**src/rtl/gcd_job_arbiter.sv**
```systemverilog
// Round-robin arbiter sharing one GCD core between NREQ requesters.
// Optional WAIT timeout enabled by defining GCD_ARB_TIMEOUT_EN.
module gcd_job_arbiter #(
    parameter int NREQ      = 4,
    parameter int W         = 5,
    parameter int TO_CYCLES = 64
) (
    input  logic              CLK,
    input  logic              Reset,
    input  logic [NREQ-1:0]   req,
    input  logic [NREQ*W-1:0] a_in,
    input  logic [NREQ*W-1:0] b_in,
    output logic [NREQ-1:0]   ack,
    output logic [W-1:0]      result,
    output logic              busy,
    output logic              core_start,
    output logic [W-1:0]      core_a,
    output logic [W-1:0]      core_b,
    input  logic              core_done,
    input  logic [W-1:0]      core_result,
    output logic              err
);

    localparam int IDW = (NREQ > 1) ? $clog2(NREQ) : 1;
    localparam int CW  = $clog2(TO_CYCLES + 1);

    typedef enum logic [1:0] {IDLE, ISSUE, WAIT, RESP} state_t;

    state_t          state_q;
    logic [IDW-1:0]  gnt_q;
    logic [IDW-1:0]  last_q;
    logic [NREQ-1:0] ack_q;
    logic [W-1:0]    result_q;
    logic [W-1:0]    core_a_q;
    logic [W-1:0]    core_b_q;
    logic            busy_q;
    logic            start_q;

    logic            gnt_ok;
    logic [IDW-1:0]  gnt_d;
    logic [W-1:0]    a_d;
    logic [W-1:0]    b_d;
    int              idx;

    // Scan downwards so the nearest requester after last_q wins.
    always_comb begin
        gnt_ok = 1'b0;
        gnt_d  = '0;
        idx    = 0;
        for (int i = NREQ; i >= 1; i--) begin
            idx = int'(last_q) + i;
            if (idx >= NREQ) idx = idx - NREQ;
            if (req[idx[IDW-1:0]]) begin
                gnt_ok = 1'b1;
                gnt_d  = idx[IDW-1:0];
            end
        end
    end

    assign a_d = a_in[gnt_d*W +: W];
    assign b_d = b_in[gnt_d*W +: W];

`ifdef GCD_ARB_TIMEOUT_EN
    logic [CW-1:0] cnt_q;
    logic          err_q;
`endif

    always_ff @(posedge CLK or negedge Reset) begin
        if (!Reset) begin
            state_q  <= IDLE;
            gnt_q    <= '0;
            last_q   <= IDW'(NREQ - 1);
            ack_q    <= '0;
            result_q <= '0;
            core_a_q <= '0;
            core_b_q <= '0;
            busy_q   <= 1'b0;
            start_q  <= 1'b0;
`ifdef GCD_ARB_TIMEOUT_EN
            cnt_q    <= '0;
            err_q    <= 1'b0;
`endif
        end else begin
            ack_q   <= '0;
            start_q <= 1'b0;
`ifdef GCD_ARB_TIMEOUT_EN
            err_q   <= 1'b0;
`endif
            case (state_q)
                IDLE: begin
                    if (gnt_ok) begin
                        gnt_q    <= gnt_d;
                        core_a_q <= a_d;
                        core_b_q <= b_d;
                        busy_q   <= 1'b1;
                        if (a_d == '0 || b_d == '0) begin
                            result_q <= a_d | b_d;
                            ack_q    <= NREQ'(1) << gnt_d;
                            state_q  <= RESP;
                        end else begin
                            start_q  <= 1'b1;
                            state_q  <= ISSUE;
                        end
                    end
                end
                ISSUE: begin
`ifdef GCD_ARB_TIMEOUT_EN
                    cnt_q   <= '0;
`endif
                    state_q <= WAIT;
                end
                WAIT: begin
                    if (core_done) begin
                        result_q <= core_result;
                        ack_q    <= NREQ'(1) << gnt_q;
                        state_q  <= RESP;
`ifdef GCD_ARB_TIMEOUT_EN
                    end else if (cnt_q == CW'(TO_CYCLES - 1)) begin
                        result_q <= '0;
                        err_q    <= 1'b1;
                        ack_q    <= NREQ'(1) << gnt_q;
                        state_q  <= RESP;
                    end else begin
                        cnt_q    <= cnt_q + 1'b1;
`endif
                    end
                end
                RESP: begin
                    last_q  <= gnt_q;
                    busy_q  <= 1'b0;
                    state_q <= IDLE;
                end
                default: state_q <= IDLE;
            endcase
        end
    end

    assign ack        = ack_q;
    assign result     = result_q;
    assign busy       = busy_q;
    assign core_start = start_q;
    assign core_a     = core_a_q;
    assign core_b     = core_b_q;
`ifdef GCD_ARB_TIMEOUT_EN
    assign err        = err_q;
`else
    assign err        = 1'b0;
`endif

endmodule

```
**config.mk**
```make
export PLATFORM = sky130hd
export DESIGN_NAME = gcd_job_arbiter
export DESIGN_NICKNAME = d
export VERILOG_FILES = /design/src/rtl/gcd_job_arbiter.sv
export SDC_FILE = /design/constraint.sdc
export NUM_CORES = 1
export LEC_CHECK = 0
export ABC_CLOCK_PERIOD_IN_PS = 5700
export BUFFER_PORTS_ARGS = -buffer_cell sky130_fd_sc_hd__buf_2
export CAP_MARGIN = 20
export CORE_UTILIZATION = 39
export DETAILED_ROUTE_END_ITERATION = 6
export PLACE_DENSITY = 0.65
export SETUP_SLACK_MARGIN = 0.3
export SLEW_MARGIN = 40
export SYNTH_ARGS = -nofsm -noshare
export SYNTH_HDL_FRONTEND = slang
export SYNTH_SLANG_ARGS = --single-unit
```
**constraint.sdc**
```tcl
create_clock -name CLK -period 5.7 [get_ports CLK]
set_input_delay 0.285 -clock CLK [delete_from_list [all_inputs] [get_ports CLK]]
set_output_delay 0.285 -clock CLK [all_outputs]
set_load 0.1 [all_outputs]
```
=== Word-level counts from Yosys, hierarchy flattened ===
Cells that the tools add are included.

* Bits in registers: 27
* Input port bits: 52
* Output and inout bits: 22

* Bitwise gates (word level): 1
* Magnitude comparators: 8
* $add $sub $neg: 8
* Reduce and logical (&&, ||, !) cells: 10
* Mux-type cells: 37
* Equal/unequal tests: 6
* Shift-type cells: 4
* Multiply operators: 1

{| class="wikitable"
|+ Operator list
! cell !! count
|-
| $shiftx 20x6->5 || 2
|-
| $mux 2 || 11
|-
| $mux 5 || 3
|-
| $lt 2x3->1 const B || 4
|-
| $mux 1 || 12
|-
| $mux 4 || 3
|-
| $logic_not 5->1 || 2
|-
| $pmux 5 s2 || 1
|-
| $ge 3x3->1 const B || 3
|-
| $bmux 1 s2 || 4
|-
| $pmux 2 s4 || 1
|-
| $pmux 4 s2 || 1
|-
| $shl 1x2->4 const A || 2
|-
| $sub 2x1->2 const B || 4
|-
| $add 2x2->3 const B || 2
|-
| $ne 2x2->1 const B || 3
|-
| $reduce_and 2->1 || 3
|-
| $mul 2x3->5 const B || 1
|-
| $or 5x5->5 || 1
|-
| $add 2x3->4 const B || 1
|-
| $eq 2x2->1 const B || 2
|-
| $ge 4x3->1 const B || 1
|-
| $reduce_and 4->1 || 1
|-
| $reduce_bool 2->1 || 2
|-
| other kinds (5) || 5
|}

=== Longest topological paths before layout ===
Gate-level depths: netlist of the first run.

* Depth in word-level cells: 16
* Gate-level depth with buffers: 10

=== Worst setup path before layout of the first run ===
OpenSTA, ideal clock, no wires.

* Path type: reg2reg
* From: reg last_q[1]
* To: reg result_q[0], in the netlist result[0]
* Library setup time: 0.125 ns
* Arrival time: 2.519 ns
* Buffers on the path: 1
* Cell stages (with the launch flop): 10
* Required time: 5.575 ns
* Path slack: 3.055 ns
* Cell sequence: dfstp_2 > mux2i_1 > a2bb2oi_2 > and2_4 > clkbuf_8 > a21oi_1 > a22oi_1 > o32ai_4 > o21ai_4 > mux2_4

* Cells in the longest elaborated chain, start to end: 15
* Elaborated cells between the ends (all ways): 45
* Those cells by class: add/sub (8); mul (1); order compare (4); eq/ne (2); shift (2); mux (23); bitwise (1); reduce/logical (4)

{| class="wikitable"
|+ RTL lines
! element !! RTL line !! RTL
|-
| from (decl) || 31 || <nowiki>logic [IDW-1:0] last_q;</nowiki>
|-
| from (signal assigned) || 72 || <nowiki>last_q <= IDW'(NREQ - 1);</nowiki>
|-
| from (signal assigned) || 129 || <nowiki>last_q <= gnt_q;</nowiki>
|-
| $add 2x3->4 || 51 || <nowiki>idx = int'(last_q) + i;</nowiki>
|-
| $ge 4x3->1 / $sub 2x1->2 (equally long branches) || 52 || <nowiki>if (idx >= NREQ) idx = idx - NREQ;</nowiki>
|-
| $mux 2 || 52 ||
|-
| $bmux 1 s2 || 53 || <nowiki>if (req[idx[IDW-1:0]]) begin</nowiki>
|-
| $mux 1 (not written as such) || 53 ||
|-
| $mux 2 (4 in series) || 53 ||
|-
| $mul 2x3->5 || 60, 61 ||
|-
| $shiftx 20x6->5, on equally long branches || 60, 61 ||
|-
| $logic_not 5->1 / $or 5x5->5 (equally long branches) || 96, 97 ||
|-
| $logic_or 1x1->1 / $mux 5 (equally long branches) || 96 || <nowiki>if (a_d == '0 || b_d == '0) begin</nowiki>
|-
| $ne 2x2->1 (no line) / $mux 5 (equally long branches) || - ||
|-
| $reduce_and 4->1 (no line) / $pmux 5 s2 (equally long branches) || - ||
|-
| to (signal assigned) || 97 || <nowiki>result_q <= a_d | b_d;</nowiki>
|-
| to (signal assigned) || 114 || <nowiki>result_q <= core_result;</nowiki>
|-
| to (decl) || 33 || <nowiki>logic [W-1:0] result_q;</nowiki>
|}

Several ways; a longest one is shown, not always the timed one. The select of a mux whose other input is x is not followed.
A chain may end at the register's enable or synchronous reset.

=== Final worst setup path of the first run ===
* From: reg last_q[1]
* To: reg result_q[2], in the netlist result[2]

Same word-level chain as after synthesis.

==> impl_table.tex, run 1 <==
\begin{tabular}{lr}
\hline
Metric & Value \\
\hline
\multicolumn{2}{l}{\textbf{Logic synthesis}} \\
\quad Average cell area after synthesis & 8.72 sq um \\
\quad Area share of the leading cell type in the synthesized netlist & 33.7\% \\
\quad Number of library cell types mapped by synthesis & 50 \\
\quad Most numerous cell types in the synthesized netlist & sky130\_fd\_sc\_hd\_\_nand2\_1, sky130\_fd\_sc\_hd\_\_dfrtp\_1, sky130\_fd\_sc\_hd\_\_nor2\_1, sky130\_fd\_sc\_hd\_\_o21ai\_0 \\
\quad Share of synthesized area occupied by flip-flops and latches & 36.5\% \\
\quad Biggest area contributors in the synthesized netlist & sky130\_fd\_sc\_hd\_\_dfrtp\_1, sky130\_fd\_sc\_hd\_\_nand2\_1, sky130\_fd\_sc\_hd\_\_mux2\_4 \\
\quad Mux share of post-synthesis cell area & 7.00\% \\
\quad Most repeated cell in the gate-level netlist after synthesis & sky130\_fd\_sc\_hd\_\_nand2\_1 \\
\quad Mapped Area & 0.00186 sq mm \\
\quad Main synth FF type & sky130\_fd\_sc\_hd\_\_dfrtp\_1 \\
\quad EDFF count, synth & 0 \\
\quad Yosys top cell by area & sky130\_fd\_sc\_hd\_\_dfrtp\_1 \\
\quad Post-synthesis net count & 268 \\
\quad Adder and majority cell fraction of the synthesized area & 2.02\% \\
\quad Post-Synth XOR/XNOR Area & 0\% \\
\quad Main combinational cell family by area after synthesis & compound AO/OA/AOI/OAI gates \\
\quad Share of synthesized registers carrying an async set or reset & 100\% \\
\quad Synth Area in Compound Gates & 29.0\% \\
\quad Count of synthesis-stage warnings from yosys & 0 \\
\quad Gate count after technology mapping & 213 \\
\quad Synthesis-stage register bit count & 27 \\
\quad Synth Area in Simple Gates & 20.2\% \\
\multicolumn{2}{l}{\textbf{Floorplan}} \\
\quad Area of the die & 0.00504 sq mm \\
\quad Starting Density & 41.5\% \\
\quad Width of the chip & 71.0 um \\
\quad Die height & 71.0 um \\
\quad Core Region & 0.00447 sq mm \\
\quad Row cnt & 24 \\
\quad Count of pins on the block boundary & 74 \\
\multicolumn{2}{l}{\textbf{Routing}} \\
\quad Final antenna-violating net count & 0 \\
\quad Length of the first detailed-routing pass in iterations & 7 \\
\quad Routed length on met3 & 321 um \\
\quad Via density & 5.52 \\
\quad Detailed route wirelength on metal2 & 2260 um \\
\quad Number of vias after detailed routing & 1821 \\
\quad DRC marker count from the first detailed-route iteration & 105 \\
\quad Final wirelength & 4930 um \\
\quad Wl on met1 & 2290 um \\
\quad Mean routed wirelength per cell & 14.9 um \\
\quad Drc violations & 6 \\
\quad Top layer reached by signal wires & met4 \\
\multicolumn{2}{l}{\textbf{STA}} \\
\quad Top achievable clock speed & 322 MHz \\
\quad Final worst hold slack & -0.00488 ns \\
\quad Share of the clock period used by the worst path & 54.5\% \\
\quad Count of endpoints failing setup in the final report & 0 \\
\quad Headroom to the max-slew limit & 57.7\% \\
\quad Final Hold Violating Endpoints & 7 \\
\quad Actual slew at the worst max-slew pin & 0.628 ns \\
\quad RSZ-0062 raised after global routing & no \\
\quad Worst clock skew & 0.0156 ns \\
\quad Summed negative setup slack over all endpoints & 0 ns \\
\quad Count of pins over their slew limit & 0 \\
\quad Shortest period the worst path allows & 3.11 ns \\
\multicolumn{2}{l}{\textbf{Finish}} \\
\quad Share of the core filled with cells & 50.5\% \\
\quad Number of diodes & 0 \\
\quad Count of filler cells inserted in the layout & 446 \\
\quad Finished Layout Cells & 330 \\
\quad Flip-flop and latch area & 678 sq um \\
\quad Multi-input logic area & 0.00109 sq mm \\
\quad \# nets final & 334 \\
\quad Layout-stage area growth over the synthesis result & 21.7\% \\
\quad Share of final-layout standard cells stronger than drive strength 1 & 35.6\% \\
\multicolumn{2}{l}{\textbf{Global routing}} \\
\quad Global-route wire length before repair & 7980 um \\
\quad Total gr overflow & 0 \\
\quad Total track usage & 20.1\% \\
\quad Vias in the first global route & 1719 \\
\quad Largest net degree at the start of global routing & 32 \\
\quad Antenna violations before repair & 0 \\
\multicolumn{2}{l}{\textbf{Setup path}} \\
\quad Crit start category & register \\
\quad Number of cells on the worst reg-to-reg path & 8 \\
\quad Classification of the worst setup path & reg -> reg \\
\quad CP cell instances & mux2i\_1 > a2bb2oi\_2 > and2\_4 > a21oi\_1 > a22oi\_1 > o32ai\_4 > o21ai\_4 > mux2\_4 \\
\quad Worst R2R Start & last\_q[1]\$\_DFFE\_PN1P\_ \\
\quad Register-to-register setup slack & 2.59 ns \\
\quad Reg-to-reg critical path endpoint & result[2]\$\_DFFE\_PN0P\_ \\
\quad Slowest CP cell & sky130\_fd\_sc\_hd\_\_dfstp\_2 \\
\quad Critical Path Sink Type & register \\
\quad CP arrival & 3.27 ns \\
\quad Largest fanout on the critical path & 31 \\
\quad WP data required & 5.86 ns \\
\quad Stage delay of the slowest cell on the critical path & 0.60 ns \\
\multicolumn{2}{l}{\textbf{Place}} \\
\quad Routability congestion estimate from global placement & 0.910 \\
\quad DP HPWL & 3820 um \\
\quad Instance count after placement with tap cells included & 326 \\
\quad Number of port buffers & 72 \\
\multicolumn{2}{l}{\textbf{Pwr}} \\
\quad Static Leakage & 1.08 nW \\
\quad Max rail drop VDD & 0.571 mV \\
\quad Ratio of total power to cell area & 707 mW/mm\^{}2 \\
\multicolumn{2}{l}{\textbf{Clocking}} \\
\quad Post-cts gate resize count & 0 \\
\quad Later-pin clock latency in the skew report & 0.28 ns \\
\quad CTS tree & built \\
\quad Buffer count from post-CTS setup fixing & 0 \\
\quad H-tree depth & 1 \\
\quad Clock Sink Count & 27 \\
\quad Quantity of hold-fixing buffers added after cts & 0 \\
\quad Number of buffers created by CTS & 3 \\
\quad Clk root buf & sky130\_fd\_sc\_hd\_\_clkbuf\_8 \\
\quad Clock-pin slew reported for the worst setup and hold paths after clock tree synthesis & 0.11 ns \\
\quad Maximum clock path buffer count & 2 \\
\multicolumn{2}{l}{\textbf{Run}} \\
\quad Max Cap Violations & 0 \\
\multicolumn{2}{l}{\textbf{Outcome}} \\
\quad Run status & finished, violations left \\
\quad Failing checks & design-rule violations, negative hold slack \\
\multicolumn{2}{l}{\textbf{Min path}} \\
\quad Tightest Hold Check Type & in -> async \\
\hline
\end{tabular}
state kept, by name (all words and copies together), names as in the netlist:
| signal | count |
|---|---|
| gnt_q | 2 |
| core_start | 1 |
| state_q | 2 |
| result | 5 |
| core_a | 5 |
| core_b | 5 |
| ack | 4 |
| busy | 1 |
| last_q | 2 |
per-stage QoR:
stage	area, sq um	power (mW)	worst slack [ns]
after floorplan	1860	1.31	3.06
after global placement	2210	1.48	2.68
after detailed placement	2210	1.49	2.64
after CTS	2260	1.60	2.61
after global routing	2260	1.70	2.41
final	2260	1.60	2.59
final cells by class:
| class | instances | area share (%) |
|---|---|---|
| Clock buffer | 3 | 1.83 |
| Clock inverter | 1 | 0.221 |
| Inverter | 4 | 0.664 |
| Multi-Input combinational cell | 170 | 48.1 |
| Sequential cell | 27 | 30.0 |
| Tap cell | 52 | 2.88 |
| Timing Repair Buffer | 73 | 16.3 |
cells by family after synthesis:
kind of cell               count (synthesis)
adders and majority gates                  3
muxes                                     10
buffers and inverters                     16
other                                      1
and+or+nand+nor                           85
AOI/OAI and AO/OA                         71
DFF                                       27
cells in the final DEF, fill, tap and decap left out, types with 3 or more instances in the layout:
| master | instances |
|---|---|
| sky130_fd_sc_hd__buf_2 | 72 |
| sky130_fd_sc_hd__nand2_1 | 39 |
| sky130_fd_sc_hd__dfrtp_1 | 25 |
| sky130_fd_sc_hd__nor2_1 | 15 |
| sky130_fd_sc_hd__o21ai_0 | 12 |
| sky130_fd_sc_hd__nor3_1 | 10 |
| sky130_fd_sc_hd__nand3_1 | 10 |
| sky130_fd_sc_hd__o31ai_1 | 9 |
| sky130_fd_sc_hd__a21oi_1 | 9 |
| sky130_fd_sc_hd__a21boi_0 | 8 |
| sky130_fd_sc_hd__a211oi_1 | 7 |
| sky130_fd_sc_hd__mux2_4 | 5 |
| sky130_fd_sc_hd__inv_1 | 4 |
| sky130_fd_sc_hd__mux2_2 | 4 |
| sky130_fd_sc_hd__nor2b_1 | 3 |
| sky130_fd_sc_hd__ha_1 | 3 |
| sky130_fd_sc_hd__clkbuf_8 | 3 |
per-layer routing:
layer,vias up,track usage [%]
met5,-,0
met4,0,5.56
met3,4,3.99
met2,72,33.1
met1,833,26.9
li1,912,-
report_power, final:
group | switching, mW | internal (mW)
Combinational | 0.843 | 0.298
Clock | 0.0639 | 0.0491
Sequential | 0.0576 | 0.287
worst max-delay path by stage:
stage | endpoint | from | cells after the start | slack, ns
finish | result[2]$_DFFE_PN0P_ | last_q[1]$_DFFE_PN1P_ | 8 | 2.59
global route | result[2]$_DFFE_PN0P_ | last_q[0]$_DFFE_PN1P_ | 8 | 2.41
CTS | result[2]$_DFFE_PN0P_ | last_q[1]$_DFFE_PN1P_ | 8 | 2.61
detailed placement | result[1]$_DFFE_PN0P_ | last_q[1]$_DFFE_PN1P_ | 8 | 2.64
global placement | result[0]$_DFFE_PN0P_ | last_q[1]$_DFFE_PN1P_ | 8 | 2.68
floorplan | result[0]$_DFFE_PN0P_ | last_q[1]$_DFFE_PN1P_ | 9 | 3.06
worst max-delay path: cells and delay by family, from the launching register on:
| kind | cells | cell delay [ns] |
|---|---|---|
| flip-flops | 1 | 0.60 |
| AND/OR/NAND/NOR | 1 | 0.41 |
| multiplexers | 2 | 0.56 |
| AO/OA/AOI/OAI | 5 | 1.41 |
(Power assumes the default switching activity.)
==> inputs of run 2 (changes only) <==
Settings changed: ABC_CLOCK_PERIOD_IN_PS 5700 to 2800, PLACE_DENSITY 0.65 to 0.67.
Clock period 5.7 ns to 2.8 ns, I/O delays scaled along.
==> run 2 against run 1 <==
Compared with the run above:
- the run ends with design-rule violations left
- core utilization up 7.2 points
- sequential share of layout area is 3.7 points lower
- cell count increased by 7.3%
- worst setup slack got worse by 2.4 ns
- first-iteration DRC count rose by 49%
- clock power rose by 100%
- combinational power is 140% higher
- maximum frequency up 21%
- die area is the same
- register-to-register slack lost 2.4 ns
- sequential power is 110% higher
- largest cell class unchanged
==> impl_table.tex, run 2 (synthesized netlist as in run 1, its figures left out) <==
\begin{tabular}{lr}
\hline
Metric & Value \\
\hline
\multicolumn{2}{l}{\textbf{Place}} \\
\quad Instance count after placement with tap cells included & 339 \\
\quad Number of port buffers & 72 \\
\quad DP HPWL & 4230 um \\
\quad Placed Instance Area & 0.00233 sq mm \\
\quad Routability congestion estimate from global placement & 0.900 \\
\multicolumn{2}{l}{\textbf{Min path}} \\
\quad Hold Path Origin & core\_done \\
\quad Number of stages on the worst hold path & 3 \\
\quad Worst min-delay path endpoint & ack[2]\$\_DFF\_PN0\_ \\
\quad Tightest Hold Check Type & in -> reg \\
\multicolumn{2}{l}{\textbf{Routing}} \\
\quad Final antenna-violating net count & 0 \\
\quad Number of vias after detailed routing & 1967 \\
\quad Length of the first detailed-routing pass in iterations & 6 \\
\quad Final wirelength & 5660 um \\
\quad DRC marker count from the first detailed-route iteration & 156 \\
\quad Drc violations & 5 \\
\quad Mean routed wirelength per cell & 16.0 um \\
\quad Via density & 5.56 \\
\multicolumn{2}{l}{\textbf{STA}} \\
\quad Headroom to the max-slew limit & 58.3\% \\
\quad Top achievable clock speed & 391 MHz \\
\quad Share of the clock period used by the worst path & 91.4\% \\
\quad Shortest period the worst path allows & 2.56 ns \\
\quad Final worst hold slack & 0.158 ns \\
\quad Actual slew at the worst max-slew pin & 0.625 ns \\
\quad Count of pins over their slew limit & 0 \\
\quad Count of endpoints failing setup in the final report & 0 \\
\quad Worst clock skew & 0.00179 ns \\
\quad Final Hold Violating Endpoints & 0 \\
\quad Summed negative setup slack over all endpoints & 0 ns \\
\quad RSZ-0062 raised after global routing & yes \\
\multicolumn{2}{l}{\textbf{Floorplan}} \\
\quad Area of the die & 0.00504 sq mm \\
\quad Width of the chip & 71.0 um \\
\quad Die height & 71.0 um \\
\quad Count of pins on the block boundary & 74 \\
\quad Starting Density & 41.5\% \\
\quad Core Region & 0.00447 sq mm \\
\quad Row cnt & 24 \\
\multicolumn{2}{l}{\textbf{Setup path}} \\
\quad Stage delay of the slowest cell on the critical path & 0.59 ns \\
\quad Reg-to-reg critical path endpoint & result[2]\$\_DFFE\_PN0P\_ \\
\quad Critical Path Sink Type & register \\
\quad Slowest CP cell & sky130\_fd\_sc\_hd\_\_dfstp\_2 \\
\quad Largest fanout on the critical path & 9 \\
\quad Number of cells on the worst reg-to-reg path & 9 \\
\quad Classification of the worst setup path & reg -> reg \\
\quad Crit start category & register \\
\quad Worst R2R Start & last\_q[1]\$\_DFFE\_PN1P\_ \\
\quad Register-to-register setup slack & 0.24 ns \\
\quad CP cell instances & mux2i\_2 > a2bb2oi\_2 > buf\_4 > a21boi\_0 > a211oi\_1 > o22ai\_1 > o32ai\_4 > o21ai\_4 > mux2\_4 \\
\quad WP data required & 2.97 ns \\
\quad CP arrival & 2.73 ns \\
\multicolumn{2}{l}{\textbf{Pwr}} \\
\quad Static Leakage & 1.23 nW \\
\quad Max rail drop VDD & 0.558 mV \\
\quad Overall power of the completed layout & 3.62 mW \\
\quad Ratio of total power to cell area & 1400 mW/mm\^{}2 \\
\multicolumn{2}{l}{\textbf{Global routing}} \\
\quad Global-route wire length before repair & 8950 um \\
\quad Antenna violations before repair & 0 \\
\quad Total gr overflow & 0 \\
\quad Largest net degree at the start of global routing & 28 \\
\quad Vias in the first global route & 1889 \\
\quad Total track usage & 22.9\% \\
\multicolumn{2}{l}{\textbf{Finish}} \\
\quad Count of filler cells inserted in the layout & 408 \\
\quad Finished Layout Cells & 354 \\
\quad \# nets final & 358 \\
\quad Number of diodes & 0 \\
\quad Layout-stage area growth over the synthesis result & 38.9\% \\
\quad Highest-count cells in the layout ignoring fill and taps & sky130\_fd\_sc\_hd\_\_buf\_2, sky130\_fd\_sc\_hd\_\_nand2\_1, sky130\_fd\_sc\_hd\_\_dfrtp\_1 \\
\quad Finished Cell Area & 0.00258 sq mm \\
\quad Most frequent standard cell in the layout excluding fill and tap cells & sky130\_fd\_sc\_hd\_\_buf\_2 \\
\quad Share of final-layout standard cells stronger than drive strength 1 & 45.0\% \\
\multicolumn{2}{l}{\textbf{Run}} \\
\quad Max Cap Violations & 0 \\
\multicolumn{2}{l}{\textbf{Clocking}} \\
\quad Clock Sink Count & 27 \\
\quad Clk root buf & sky130\_fd\_sc\_hd\_\_clkbuf\_8 \\
\quad H-tree depth & 1 \\
\quad Number of buffers created by CTS & 3 \\
\quad Clock-pin slew reported for the worst setup and hold paths after clock tree synthesis & 0.09 ns \\
\quad Later-pin clock latency in the skew report & 0.28 ns \\
\quad Maximum clock path buffer count & 2 \\
\quad CTS tree & built \\
\multicolumn{2}{l}{\textbf{Outcome}} \\
\quad Run status & finished, violations left \\
\quad Failing checks & design-rule violations \\
\hline
\end{tabular}
-- run 2: worst max-delay path, delay by kind of cell (launching register included) --
family	cells	cell delay [ns]
AOI/OAI and AO/OA	6	1.13
buffers and inverters	1	0.18
DFF	1	0.59
muxes	2	0.54
-- run 2: worst max-delay path by stage --
stage / startpoint / to / slack [ns] / cells past startpoint
after global placement: last_q[0]$_DFFE_PN1P_ / result[4]$_DFFE_PN0P_ / 0.23 / 8
final: last_q[1]$_DFFE_PN1P_ / result[2]$_DFFE_PN0P_ / 0.24 / 9
after global routing: last_q[0]$_DFFE_PN1P_ / result[4]$_DFFE_PN0P_ / 0.11 / 9
after CTS: last_q[0]$_DFFE_PN1P_ / result[2]$_DFFE_PN0P_ / 0.28 / 8
after floorplan: last_q[1]$_DFFE_PN1P_ / result[0]$_DFFE_PN0P_ / 0.19 / 9
after detailed placement: last_q[0]$_DFFE_PN1P_ / result[0]$_DFFE_PN0P_ / 0.15 / 8
-- run 2: layer usage --
| layer | global-route usage (%) | vias to the layer above | wire, um |
|---|---|---|---|
| met5 | 0 | - | 0 |
| met4 | 10.0 | 0 | 192 |
| met3 | 2.71 | 17 | 319 |
| met2 | 35.5 | 80 | 2560 |
| met1 | 32.3 | 918 | 2590 |
| li1 | - | 952 | - |
-- run 2: layout make-up --
type                            instances  area (sq um)  area share (%)
Clock inverter                          1          5.00           0.194
Sequential cell                        27           678            26.3
Inverter                                4          15.0           0.582
Clock buffer                            3          41.3            1.60
Tap cell                               52          65.1            2.52
Multi-Input combinational cell        171          1220            47.3
Timing Repair Buffer                   96           556            21.5
-- run 2: where the power goes --
part	switching, mW	leakage [nW]	total (mW)	internal (mW)
Combinational	1.86	0.875	2.69	0.832
Clock	0.127	0.0255	0.227	0.100
Sequential	0.124	0.326	0.708	0.584
-- run 2: metrics by stage --
step	worst slack [ns]	util, %
global placement	0.232	52.1
finish	0.242	57.7
CTS	0.277	56.4
floorplan	0.190	-
global route	0.110	57.7
detailed placement	0.154	52.1
-- run 2: repair_timing --
item,in CTS,in global routing
resized for setup,12,12
setup endpoints to repair,10,11
hold buffers,1,0
buffers inserted,7,2
hold endpoints to repair,25,0
pin swaps,10,8
cloned,1,0
==> inputs of run 3 (changes only) <==
--- a/config.mk
+++ b/config.mk
@@ -7,9 +7,9 @@
 export LEC_CHECK = 0
 export ABC_CLOCK_PERIOD_IN_PS = 2800
-export BUFFER_PORTS_ARGS = -buffer_cell sky130_fd_sc_hd__buf_2
 export CAP_MARGIN = 20
 export CORE_UTILIZATION = 39
 export DETAILED_ROUTE_END_ITERATION = 6
-export PLACE_DENSITY = 0.67
+export DONT_BUFFER_PORTS = 1
+export PLACE_DENSITY = 0.53
 export SETUP_SLACK_MARGIN = 0.3
 export SLEW_MARGIN = 40
==> constraint.sdc (replaced) <==
create_clock -name CLK -period 2.8 [get_ports CLK]
set_input_delay 0.56 -clock CLK [delete_from_list [all_inputs] [get_ports CLK]]
set_output_delay 0.56 -clock CLK [all_outputs]
set_load 0.1 [all_outputs]
==> run 3 against run 2 <==
Compared with the run above:
- the flow still finishes with violations (design-rule violations)
- clock skew grew 0.0019 ns
- critical path depth unchanged
- via count fell by 10%
- worst setup slack got worse by 0.13 ns
- non-clock buffer count fell by 63
- core utilization fell by 5.9 points
- cell count is 18% lower
==> impl_table.tex, run 3 (synthesized netlist as in run 1, its figures left out) <==
\begin{tabular}{lr}
\hline
Metric & Value \\
\hline
\multicolumn{2}{l}{\textbf{Finish}} \\
\quad Layout-stage area growth over the synthesis result & 24.7\% \\
\quad Share of final-layout standard cells stronger than drive strength 1 & 38.1\% \\
\quad Number of diodes & 0 \\
\quad Highest-count cells in the layout ignoring fill and taps & sky130\_fd\_sc\_hd\_\_nand2\_1, sky130\_fd\_sc\_hd\_\_buf\_4, sky130\_fd\_sc\_hd\_\_dfrtp\_2 \\
\quad Most frequent standard cell in the layout excluding fill and tap cells & sky130\_fd\_sc\_hd\_\_nand2\_1 \\
\quad Share of the core filled with cells & 51.8\% \\
\quad \# nets final & 295 \\
\multicolumn{2}{l}{\textbf{Place}} \\
\quad Routability congestion estimate from global placement & 0.860 \\
\quad DP HPWL & 4060 um \\
\quad Number of port buffers & 0 \\
\quad Post-Place Setup Slack & -0.0386 ns \\
\multicolumn{2}{l}{\textbf{Setup path}} \\
\quad CP cell instances & mux2i\_4 > a2bb2oi\_4 > buf\_6 > a21boi\_2 > a211oi\_2 > o211ai\_1 > o32ai\_4 > o21ai\_4 > mux2\_4 \\
\quad Number of buffer and inverter stages on the critical path & 1 \\
\quad Number of cells on the worst reg-to-reg path & 9 \\
\quad Critical Path Sink Type & register \\
\quad Source of the critical timing path & last\_q[1]\$\_DFFE\_PN1P\_ \\
\quad Logic depth of the worst path, buffers included & 9 \\
\quad Largest fanout on the critical path & 5 \\
\quad Crit path capture & result[2]\$\_DFFE\_PN0P\_ \\
\quad Reg-to-reg critical path endpoint & result[2]\$\_DFFE\_PN0P\_ \\
\quad Classification of the worst setup path & reg -> reg \\
\quad Slowest CP cell & sky130\_fd\_sc\_hd\_\_dfstp\_2 \\
\quad Register-to-register setup slack & 0.11 ns \\
\quad Worst R2R Start & last\_q[1]\$\_DFFE\_PN1P\_ \\
\quad CP arrival & 2.84 ns \\
\quad Stage delay of the slowest cell on the critical path & 0.60 ns \\
\quad Largest delay contributor family on the critical path & compound AO/OA/AOI/OAI gates \\
\quad Crit start category & register \\
\quad WP data required & 2.96 ns \\
\multicolumn{2}{l}{\textbf{Routing}} \\
\quad Final wirelength & 5610 um \\
\quad Drc violations & 5 \\
\quad DRC marker count from the first detailed-route iteration & 98 \\
\quad Via density & 6.06 \\
\quad Length of the first detailed-routing pass in iterations & 7 \\
\quad Mean routed wirelength per cell & 19.3 um \\
\quad Final antenna-violating net count & 0 \\
\quad Number of vias after detailed routing & 1763 \\
\multicolumn{2}{l}{\textbf{Floorplan}} \\
\quad Die height & 71.0 um \\
\quad Width of the chip & 71.0 um \\
\quad Starting Density & 41.5\% \\
\quad Core Region & 0.00447 sq mm \\
\quad Count of pins on the block boundary & 74 \\
\quad Area of the die & 0.00504 sq mm \\
\quad Row cnt & 24 \\
\multicolumn{2}{l}{\textbf{Clocking}} \\
\quad Clk root buf & sky130\_fd\_sc\_hd\_\_clkbuf\_8 \\
\quad Clock-pin slew reported for the worst setup and hold paths after clock tree synthesis & 0.09 ns \\
\quad Number of buffers created by CTS & 3 \\
\quad H-tree depth & 1 \\
\quad CTS tree & built \\
\quad Later-pin clock latency in the skew report & 0.27 ns \\
\quad Clock Sink Count & 27 \\
\quad Maximum clock path buffer count & 2 \\
\multicolumn{2}{l}{\textbf{STA}} \\
\quad Worst clock skew & 0.00370 ns \\
\quad Top achievable clock speed & 372 MHz \\
\quad Count of endpoints failing setup in the final report & 0 \\
\quad Headroom to the max-slew limit & 40.8\% \\
\quad Count of pins over their slew limit & 0 \\
\quad Actual slew at the worst max-slew pin & 0.888 ns \\
\quad Final Hold Violating Endpoints & 0 \\
\quad Post-layout worst setup margin & 0.114 ns \\
\quad RSZ-0062 raised after global routing & yes \\
\quad Share of the clock period used by the worst path & 95.9\% \\
\quad Shortest period the worst path allows & 2.69 ns \\
\multicolumn{2}{l}{\textbf{Run}} \\
\quad Max Cap Violations & 0 \\
\multicolumn{2}{l}{\textbf{Outcome}} \\
\quad Run status & finished, violations left \\
\quad Failing checks & design-rule violations \\
\multicolumn{2}{l}{\textbf{Global routing}} \\
\quad Total track usage & 21.9\% \\
\quad Largest net degree at the start of global routing & 26 \\
\quad Antenna violations before repair & 0 \\
\quad Vias in the first global route & 1733 \\
\quad Global-route wire length before repair & 8560 um \\
\quad Total gr overflow & 0 \\
\multicolumn{2}{l}{\textbf{Min path}} \\
\quad Tightest Hold Check Type & in -> async \\
\hline
\end{tabular}
run 3: changes by cell type in the layout (fill, tap and decap cells not counted), sizes merged:
cell	previous run	this run
buf	95	33
dlygate4sd3	1	0
clkbuf	3	4
clkinv	1	0
or3	2	1
and2	1	2
run 3: what timing repair did:
| item | CTS | global route |
|---|---|---|
| buffers inserted | 9 | 7 |
| hold buffers | 1 | 0 |
| hold endpoints to repair | 25 | 0 |
| pin swaps | 9 | 7 |
| cloned | 0 | 2 |
| endpoints found under the setup margin | 11 | 11 |
| resized for setup | 11 | 11 |
run 3: through the flow:
step	cells	hold slack (ns)	TNS (ns)	instance area, sq um
6_report	291	0.0907	0	2320
3_3_place_gp	268	0.265	0	1980
4_1_cts	282	0.0920	0	2180
3_5_place_dp	268	0.265	-0.150	2000
5_1_grt	291	0.0840	0	2320
2_1_floorplan	213	0.264	0	1880
run 3: layout make-up:
type | count | area (sq um)
clock buffers | 4 | 45.0
fillers | 445 | 2160
inverters | 4 | 15.0
multi-input cells | 171 | 1230
flip-flops and latches | 27 | 698
well taps | 52 | 65.1
repair buffers | 33 | 265
run 3: per-layer routing:
metal	part of all wire [%]	vias up	track usage (%)	routed length, um
li1	-	828	-	-
met1	39	871	25.1	2180
met2	54	52	41.7	3050
met3	4.9	12	4.56	276
met4	1.9	0	4.44	109
met5	0	-	0	0
run 3: worst min-delay path by stage:
stage	end	cells past startpoint
2_1_floorplan	ack[0]$_DFF_PN0_	0
3_5_place_dp	core_a[0]$_DFFE_PN0P_	0
6_report	core_a[0]$_DFFE_PN0P_	1
5_1_grt	core_a[4]$_DFFE_PN0P_	1
4_1_cts	core_a[0]$_DFFE_PN0P_	1
3_3_place_gp	core_a[0]$_DFFE_PN0P_	0
Power of run 3 is not shown: default switching activity piles up to over one toggle a cycle in this logic, so the estimate is an artifact.
